`config.mk`:
```
export PLATFORM = sky130hd
export DESIGN_NAME = div16u8_seq
export DESIGN_NICKNAME = d
export VERILOG_FILES = /design/src/rtl/div16u8_seq.sv
export SDC_FILE = /design/constraint.sdc
export NUM_CORES = 1
export LEC_CHECK = 0
export CAP_MARGIN = 5
export CORE_ASPECT_RATIO = 1.75
export CORE_MARGIN = 2
export CORE_UTILIZATION = 38
export DETAILED_ROUTE_END_ITERATION = 10
export HOLD_SLACK_MARGIN = 0.06
export PLACE_DENSITY = 0.57
export REMOVE_ABC_BUFFERS = 1
export SYNTH_ARGS = -nofsm -noshare
export SYNTH_HDL_FRONTEND = slang
export SYNTH_SLANG_ARGS = --single-unit
```
`constraint.sdc`:
```
create_clock -name clk -period 2.5 [get_ports clk]
set_clock_uncertainty 0.1 [all_clocks]
set_input_delay 0.375 -clock clk [delete_from_list [all_inputs] [get_ports clk]]
set_output_delay 0.375 -clock clk [all_outputs]
set_load 0.01 [all_outputs]
```
`src/rtl/div16u8_seq.sv`:
```
// div16u8_seq: sequential 16/8 unsigned restoring divider; define DIV16U8_SEQ_APPROX_EN for the 12-step approximate mode
module div16u8_seq (
  input  logic        clk,
  input  logic        rst_n,
  input  logic        in_valid,
  output logic        in_ready,
  input  logic [15:0] A,
  input  logic [7:0]  B,
  output logic        out_valid,
  input  logic        out_ready,
  output logic [15:0] Q,
  output logic [7:0]  R,
  output logic        div_by_zero
);
  typedef enum logic [1:0] {IDLE, BUSY, DONE} state_t;
`ifdef DIV16U8_SEQ_APPROX_EN
  localparam logic [3:0] LAST = 4'd11;
`else
  localparam logic [3:0] LAST = 4'd15;
`endif
  state_t      state, state_nx;
  logic [15:0] aq, aq_nx, q_fin;
  logic [7:0]  p, p_nx, b, r_fin;
  logic [8:0]  t;
  logic [3:0]  cnt;
  logic        ge;
  // one restoring-division step; P stays below B so it never needs its ninth bit
  always_comb begin
    t     = {p, aq[15]};
    ge    = t >= {1'b0, b};
    aq_nx = {aq[14:0], ge};
    p_nx  = ge ? 8'(t - {1'b0, b}) : t[7:0];
`ifdef DIV16U8_SEQ_APPROX_EN
    q_fin = {aq_nx[11:0], 4'd0};
    r_fin = 8'd0;
`else
    q_fin = aq_nx;
    r_fin = p_nx;
`endif
  end
  // next-state and handshake outputs
  always_comb begin
    state_nx  = state == IDLE ? (in_valid ? (B == 8'd0 ? DONE : BUSY) : IDLE)
              : state == BUSY ? (cnt == LAST ? DONE : BUSY)
              : (out_ready ? IDLE : DONE);
    in_ready  = state == IDLE;
    out_valid = state == DONE;
  end
  // state register
  always_ff @(posedge clk or negedge rst_n)
    if (!rst_n) state <= IDLE;
    else        state <= state_nx;
  // operand latch, iteration datapath and result registers
  always_ff @(posedge clk or negedge rst_n) begin
    if (!rst_n) begin
      aq <= '0; p <= '0; b <= '0; cnt <= '0;
      Q <= '0; R <= '0; div_by_zero <= 1'b0;
    end else if (state == IDLE && in_valid) begin
      aq <= A; b <= B; p <= '0; cnt <= '0;
      div_by_zero <= B == 8'd0;
      if (B == 8'd0) begin
        Q <= 16'hFFFF;
        R <= A[7:0];
      end
    end else if (state == BUSY) begin
      aq  <= aq_nx;
      p   <= p_nx;
      cnt <= cnt + 4'd1;
      if (cnt == LAST) begin
        Q <= q_fin;
        R <= r_fin;
      end
    end
  end
endmodule

```
Word level (Yosys, flattened, before mapping)

Index checks and enable logic that the tools add are counted.

Register bits after elaboration: 63
Output and inout bits: 27
Input port bits: 28
Logic and storage cells: 42

Equal/unequal tests: 4
Mux-type cells: 21
Reduce and logical (&&, ||, !) cells: 6
Order comparisons: 1
Add/sub/neg operators: 2

Operators with widths:

| operator            | count |
|---|---|
| $mux 16             | 6 |
| $mux 8              | 7 |
| $mux 2              | 6 |
| $ge 9x8->1          | 1 |
| $logic_not 8->1     | 1 |
| $mux 4              | 2 |
| $sub 8x8->8         | 1 |
| $add 4x1->4 const B | 1 |
| $eq 4x4->1 const B  | 1 |
| $reduce_bool 2->1   | 2 |
| $reduce_and 3->1    | 1 |
| $eq 2x1->1 const B  | 1 |
| $eq 2x2->1 const B  | 1 |
| $logic_not 2->1     | 1 |
| $ne 2x1->1 const B  | 1 |
| $logic_and 1x1->1   | 1 |

Depth between registers and ports, before layout

Depth in word-level cells: 5
Gate-level depth with buffers: 10
Mapped depth without buffers: 10

Worst setup path after synthesis

OpenSTA, ideal clock, no wires.

Kind: register -> register
From: register p[3]
To: register R[0]
Data arrival time: 1.860 ns
Data required time: 2.320 ns
Buffers on the path: 0
Stages on the path, launching flop included: 8
Setup slack: 0.460 ns
Clock period less this slack: 2.040 ns
Setup time: 0.080 ns
Cells stage by stage: dfrtp_1 > ha_1 > a21o_1 > a31o_1 > o21ai_2 > nand3_4 > mux2_4 > o22ai_2

Longest elaborated chain between the ends: 5

Ends and longest elaborated chain:

| item                   | RTL line | RTL |
|---|---|---|
| from (decl)            | 23       | `logic [7:0] p, p_nx, b, r_fin;` |
| from (signal assigned) | 67       | `p <= p_nx;` |
| $ge 9x8->1             | 30       | `ge = t >= {1'b0, b};` |
| $mux 8                 | 32       | `p_nx = ge ? 8'(t - {1'b0, b}) : t[7:0];` |
| $mux 8                 | 69       | `if (cnt == LAST) begin` |
| $mux 8                 | 65       | `end else if (state == BUSY) begin` |
| $mux 8                 | 58       | `end else if (state == IDLE && in_valid) begin` |
| to (signal assigned)   | 63       | `R <= A[7:0];` |
| to (signal assigned)   | 71       | `R <= r_fin;` |
| to (decl)              | 12       | `output logic [7:0] R,` |

No other way between the ends. The select of a mux whose other input is x is not followed.
A chain may end at the register's enable or synchronous reset.

Worst setup path after layout

Ends and elaborated chain as after synthesis.

==> flow_metrics.py <==
metrics = {
    "timing": {
        "rsz0062_at_grt": "false",
        "slew_headroom_pct": 49.9,
        "fmax_mhz": 439,
        "holdWs_ns": 0.383,
        "finalCritPeriodShare_pct": 91.1,
        "worst_slew_pin_slew_ns": 0.749,
        "post-route-min-period_ns": 2.28,
        "setup_viol": 0,
        "finalHoldViolations": 0,
        "slew_viol_final": 0,
    },
    "critical_path": {
        "required_ns": 2.65,
        "cp-end-kind": "register",
        "startpoint_type": "register",
        "crit_type": "reg -> reg",
        "reg2reg_depth": 7,
        "ff2ff_setup_slack_ns": 0.22,
        "critPathMaxFanout": 10,
        "worstPathArrival_ns": 2.43,
        "critPathLaunch": "p[3]",
        "r2r-start": "p[3]",
    },
    "clock_tree": {
        "clock_path_buffers": 2,
        "cts_root_buf": "clkbuf_16",
        "postCtsHoldBufs": 1,
        "numCtsBuffers": 9,
        "clkLatencyLatePin_ns": 0.33,
        "cts_sinks": 63,
        "clk_pin_slew_ns": 0.05,
        "cts_tree": "yes",
        "cts-resized-gates": 0,
        "post-cts-setup-buffer-count": 0,
        "htree_levels": 3,
    },
    "floorplan": {
        "ioPinCount": 55,
        "rows": 43,
        "initial_core_util_pct": 38.8,
        "core-area_mm2": 0.00780,
        "dieArea_mm2": 0.00872,
        "die_h_um": 122,
        "die_x_um": 71.4,
    },
    "routing": {
        "drt-total-wl_um": 7390,
        "via_per_inst": 5.41,
        "dr_total_vias": 2450,
        "drc_errors": 0,
        "wl_per_cell_um": 16.3,
        "drtAntennaViolNets": 0,
        "drt-initial-drc-count": 173,
        "drtPass1Iterations": 4,
    },
    "global_route": {
        "antenna_found_initial": 0,
        "grt-ovfl-total": 0,
        "grt_max_degree": 64,
        "grt_usage_pct": 18.5,
        "grt_pass1_vias": 2490,
        "grt_pass1_wl_um": 12300,
    },
    "status": {
        "status": "complete, no violations",
    },
    "synth": {
        "synth_cells": 301,
        "async_reset_ff_share_pct": 100,
        "ys_ff_latch": 63,
        "synth_edf_count": 0,
        "avgSynthCellArea_um2": 10.0,
        "dominantRegCellSynth": "dfrtp_1",
        "yosysUniqueCellTypes": 43,
        "yosysWarnings": 0,
        "synth-seq-area-share_pct": 52.1,
        "syn-cell-area_mm2": 0.00302,
    },
    "power_and_ir_drop": {
        "peakVddDrop_v": 0.000685,
        "power_density_mw_per_mm2": 1470,
        "power_leakage_nw": 1.76,
    },
    "finish": {
        "stdcell_count": 453,
        "num-nets-final": 396,
        "area_growth_pct": 31.2,
        "drive_gt1_share_pct": 10.2,
        "multi_input_area_mm2": 0.00134,
        "filler_cell_count": 719,
        "ff_latch_area_mm2": 0.00158,
        "n_antenna_cell": 0,
        "fin_util_pct": 50.9,
    },
    "run": {
        "max_cap_violations": 0,
    },
    "min_path": {
        "worstHoldStart": "Q[11]",
        "hold_path_depth": 1,
        "hold_path.class": "reg -> reg",
    },
    "placed_design": {
        "port_buffers": 54,
        "place_congestion": 0.806,
        "dp_hpwl_um": 5220,
        "dp.cells": 436,
    },
}
[cell usage after synthesis (2+ instances only)]
cell type / instances / area share, %
nand2b_1: 3 / 0.62
o21ai_2: 2 / 0.58
a31oi_1: 7 / 1.4
a22oi_1: 8 / 2.0
o21ai_0: 23 / 3.8
ha_1: 9 / 3.7
buf_4: 2 / 0.50
nor3_1: 5 / 0.83
o22a_1: 15 / 4.3
nor2_1: 23 / 2.9
inv_1: 10 / 1.2
a21oi_1: 12 / 2.0
dfrtp_1: 63 / 52
or4_4: 2 / 0.74
o22ai_1: 5 / 1.0
mux2i_1: 6 / 2.0
nor2b_1: 2 / 0.41
and2_1: 2 / 0.41
nand3_1: 5 / 0.83
clkbuf_1: 13 / 1.6
a211oi_1: 7 / 1.7
xnor2_1: 2 / 0.58
a21o_1: 3 / 0.74
xor2_1: 3 / 0.87
nand2_1: 48 / 6.0
nand4_1: 2 / 0.41
or3_1: 2 / 0.41
nand2_2: 2 / 0.41
[cells in the final DEF, fill, tap and decap left out, drive strengths merged, types with 9 or more instances in the layout]
cell and instances:
dfrtp 63, nand2 50, nor2 24, o22a 16
o21ai 26, ha 9, clkbuf 13, clkdlybuf4s50 53
a21oi 12, inv 10
[final timing paths]
path                       endpoint
max                            R[0]
min                           Q[11]
max reg2reg                    R[0]
min reg2reg                   Q[11]
max in group asynchronous  state[0]
min in group asynchronous      R[6]
[cell type report]
cell class	instances	area share (%)
clock buffers	13	6.31
clock inverters	3	1.07
inverters	10	0.946
multi-input cells	212	33.7
flip-flops and latches	63	39.7
well taps	90	2.84
repair buffers	62	15.4
[layer usage]
| layer | wire, um | up-vias | GRT usage (%) |
|---|---|---|---|
| met4 | 166 | 0 | 8.25 |
| met5 | 0 | - | 0 |
| li1 | - | 1182 | - |
| met3 | 256 | 11 | 4.22 |
| met1 | 2950 | 1211 | 21.1 |
| met2 | 4020 | 46 | 32.6 |
[registers in the layout, indices dropped and copies added, names as in the netlist]
register     cells
Q               16
R                8
aq              16
b                8
p                8
state            2
div_by_zero      1
cnt              4
[worst max-delay path, cell delays in order (launching register included)]
cell	delay [ns]
dfrtp_1	0.39
ha_1	0.35
a21o_1	0.22
a31o_1	0.21
o21ai_2	0.21
nand3_4	0.22
mux2_4	0.37
o22ai_2	0.13
[power breakdown]
part	switching (mW)	leakage, nW	total (mW)	internal [mW]
Sequential	0.327	0.757	1.85	1.52
Combinational	1.44	0.865	2.76	1.32
Clock	0.428	0.140	1.23	0.797
Total	2.19	1.76	5.83	3.64
[stage by stage]
step,cell area [um2],TNS [ns],power (mW),setup WS (ns)
final,3970,0,5.83,0.222
after global placement,3660,0,4.58,0.159
after floorplan,2950,-5.02,3.66,-0.308
after detailed placement,3660,0,4.63,0.167
after global routing,3970,0,6.28,0.0221
after CTS,3970,0,5.90,0.198
[kinds of logic after synthesis]
family / share of synthesized area (%)
simple gates: 16.3
compound gates: 19.6
flops: 52.1
buf+inv: 3.72
fa+ha+maj: 4.39
mux: 2.48
xor+xnor: 1.45
No activity file was read; power rests on OpenSTA's default activity.
==> edit, RTL diff (same settings) <==
The option `DIV16U8_SEQ_APPROX_EN` is turned on by a define.
--- a/src/rtl/div16u8_seq.sv
+++ b/src/rtl/div16u8_seq.sv
@@ -1,2 +1,4 @@
 // div16u8_seq: sequential 16/8 unsigned restoring divider; define DIV16U8_SEQ_APPROX_EN for the 12-step approximate mode
+`define DIV16U8_SEQ_APPROX_EN
+
 module div16u8_seq (
Formal check against the unedited RTL: same outputs for any inputs over 10 cycles, from zero or initial values and one cycle with rst_n low; that may be too few to reach the edited logic, so the function may still have changed.
==> edit against the unedited design <==
Critical path depth unchanged. Count of clock-buffer cells in the layout decreased by 1. Largest cell class unchanged. Largest power group unchanged. Worst setup slack gained 0.16 ns. Non-clock buffer count is 3 higher. Cell count rose by 0.66%. Area after synthesis is 3.2% lower. Total power shrank 7.7%. Critical path type unchanged. Fmax up 7.7%. Sequential cell count down 3. Via count decreased by 1.1%. Final area is 3.2% lower. Routed wire length down 1.2%. Synthesized cell count grew 3.0%.
==> edit: results (changes against the unedited design) <==
[worst_setup_path]
arrival_ns = 2.23  ; was 2.43 ns
path_max_fanout = 7  ; was 10

[placement]
routabilityCongestion = 0.797  ; was 0.806
placed_cells = 441  ; was 436
hpwl_um = 5150  ; was 5220 um
placed_area_um2 = 3550  ; was 3660 um2
io_buffers = 54  ; unchanged
dp_slack_ns = 0.253  ; was 0.167 ns

[logic_synthesis]
yosysSeqAreaShare_pct = 51.3  ; was 52.1%
synth-edff-count = 0  ; unchanged
ys_types = 45  ; was 43
yosysWarnings = 0  ; unchanged
avgSynthCellArea_um2 = 9.44  ; was 10.0 um2
synth_common_cells = 74 x nand2_1, 60 x dfrtp_1, 19 x nand3_1, 17 x o21ai_1  ; was 63 x dfrtp_1, 48 x nand2_1, 23 x nor2_1, 23 x o21ai_0, 15 x o22a_1
ys_top_cells_by_area = dfrtp_1 51%, nand2_1 9.5%, ha_1 3.8%  ; was dfrtp_1 52%, nand2_1 6.0%, o22a_1 4.3%

[power_and_ir_drop]
powerClk_mw = 1.15  ; was 1.23 mW
p_sw_share_pct = 38.0  ; was 37.6%
power_frac_comb_pct = 47.4  ; was 47.3%
ir_drop_mv = 0.632  ; was 0.685 mV
leakagePower_nw = 1.72  ; was 1.76 nW
p_switching_mw = 2.05  ; was 2.19 mW

[cells_and_area]
largest_registers = aq x16, Q x13  ; was Q x16, aq x16
finalNonFillerCells = 456  ; was 453
diodes = 0  ; unchanged
num-nets-final = 403  ; was 396
fillers = 732  ; was 719
drive_gt1_share_pct = 9.78  ; was 10.2%

[global_route]
grt_pass1_vias = 2567  ; was 2490
grt_pass1_wl_um = 12500  ; was 12300 um
grt_max_degree = 61  ; was 64
grt_use_total_pct = 19.0  ; was 18.5%

[timing]
fin_tns_setup_ns = 0  ; unchanged
relSlewSlack_pct = 48.5  ; was 49.9%

[status]
status = complete, no violations  ; unchanged

[clocking]
cts_setup_buffers = 0  ; unchanged
cts_root_buf = clkbuf_16  ; unchanged
clkTransAtPathRegs_ns = 0.05  ; about the same
clk_path_buf_depth = 2  ; unchanged
numCtsBuffers = 9  ; unchanged
clk_latency_ns = 0.33  ; about the same

[drt]
first_pass_iters = 4  ; unchanged
drt_iter0_drc = 69  ; was 173
wl_um = 7300  ; was 7390 um
via_per_inst = 5.31  ; was 5.41

[die]
core-area_um2 = 7510  ; was 7800 um2

[hold_path]
min-delay-path-class = reg2reg  ; unchanged

-- edit: final timing paths --
path,from,end,slack [ns],depth (start not counted)
setup / recovery,b[1],p[5],0.39,7
hold / removal,cnt[3],cnt[3],0.37,1
setup reg to reg,b[1],p[5],0.39,7
max in group asynchronous,rst_n,p[6],1.54,3
min in group asynchronous,rst_n,aq[10],0.48,3
hold reg to reg,cnt[3],cnt[3],0.37,1
-- edit: worst max-delay path: cells and delay by family, from the launching register on --
family	cells	cell delay, ns
AO/OA/AOI/OAI	3	0.64
adder cells (fa/ha/maj)	1	0.32
buffers and inverters	1	0.08
flip-flops	1	0.38
AND/OR/NAND/NOR	2	0.48
-- edit: area by class of cell --
cell class	instances	area [um2]	area share [%]
Timing Repair Buffer	65	633	16.5
Inverter	10	37.5	0.978
Multi-Input combinational cell	219	1280	33.3
Clock buffer	12	267	6.94
Clock inverter	2	10.0	0.261
Tap cell	88	110	2.87
Sequential cell	60	1500	39.1
-- edit: logic make-up (layout without fill, tap and decap cells) --
logic type | count (synthesis) | in the layout | synth area share, %
DFF | 60 | 60 | 51.3
and+or+nand+nor | 131 | 131 | 20.7
adders and majority gates | 10 | 10 | 4.53
AOI/OAI and AO/OA | 74 | 74 | 17.3
buffers and inverters | 31 | 89 | 5.04
xor gates and xnor gates | 4 | 4 | 1.20
-- edit: metal layers --
metal	track usage [%]	part of all wire, %	vias up
li1	-	-	1190
met1	21.4	40	1183
met2	32.9	54	34
met3	3.95	2.9	16
met4	10.7	2.9	0
met5	0	0	-
-- edit: timing repair --
action | in CTS | in global routing
hold endpoints to repair | 60 | 0
hold buffers | 1 | 0
resized for setup | 0 | 0
setup endpoints to repair | 0 | 0
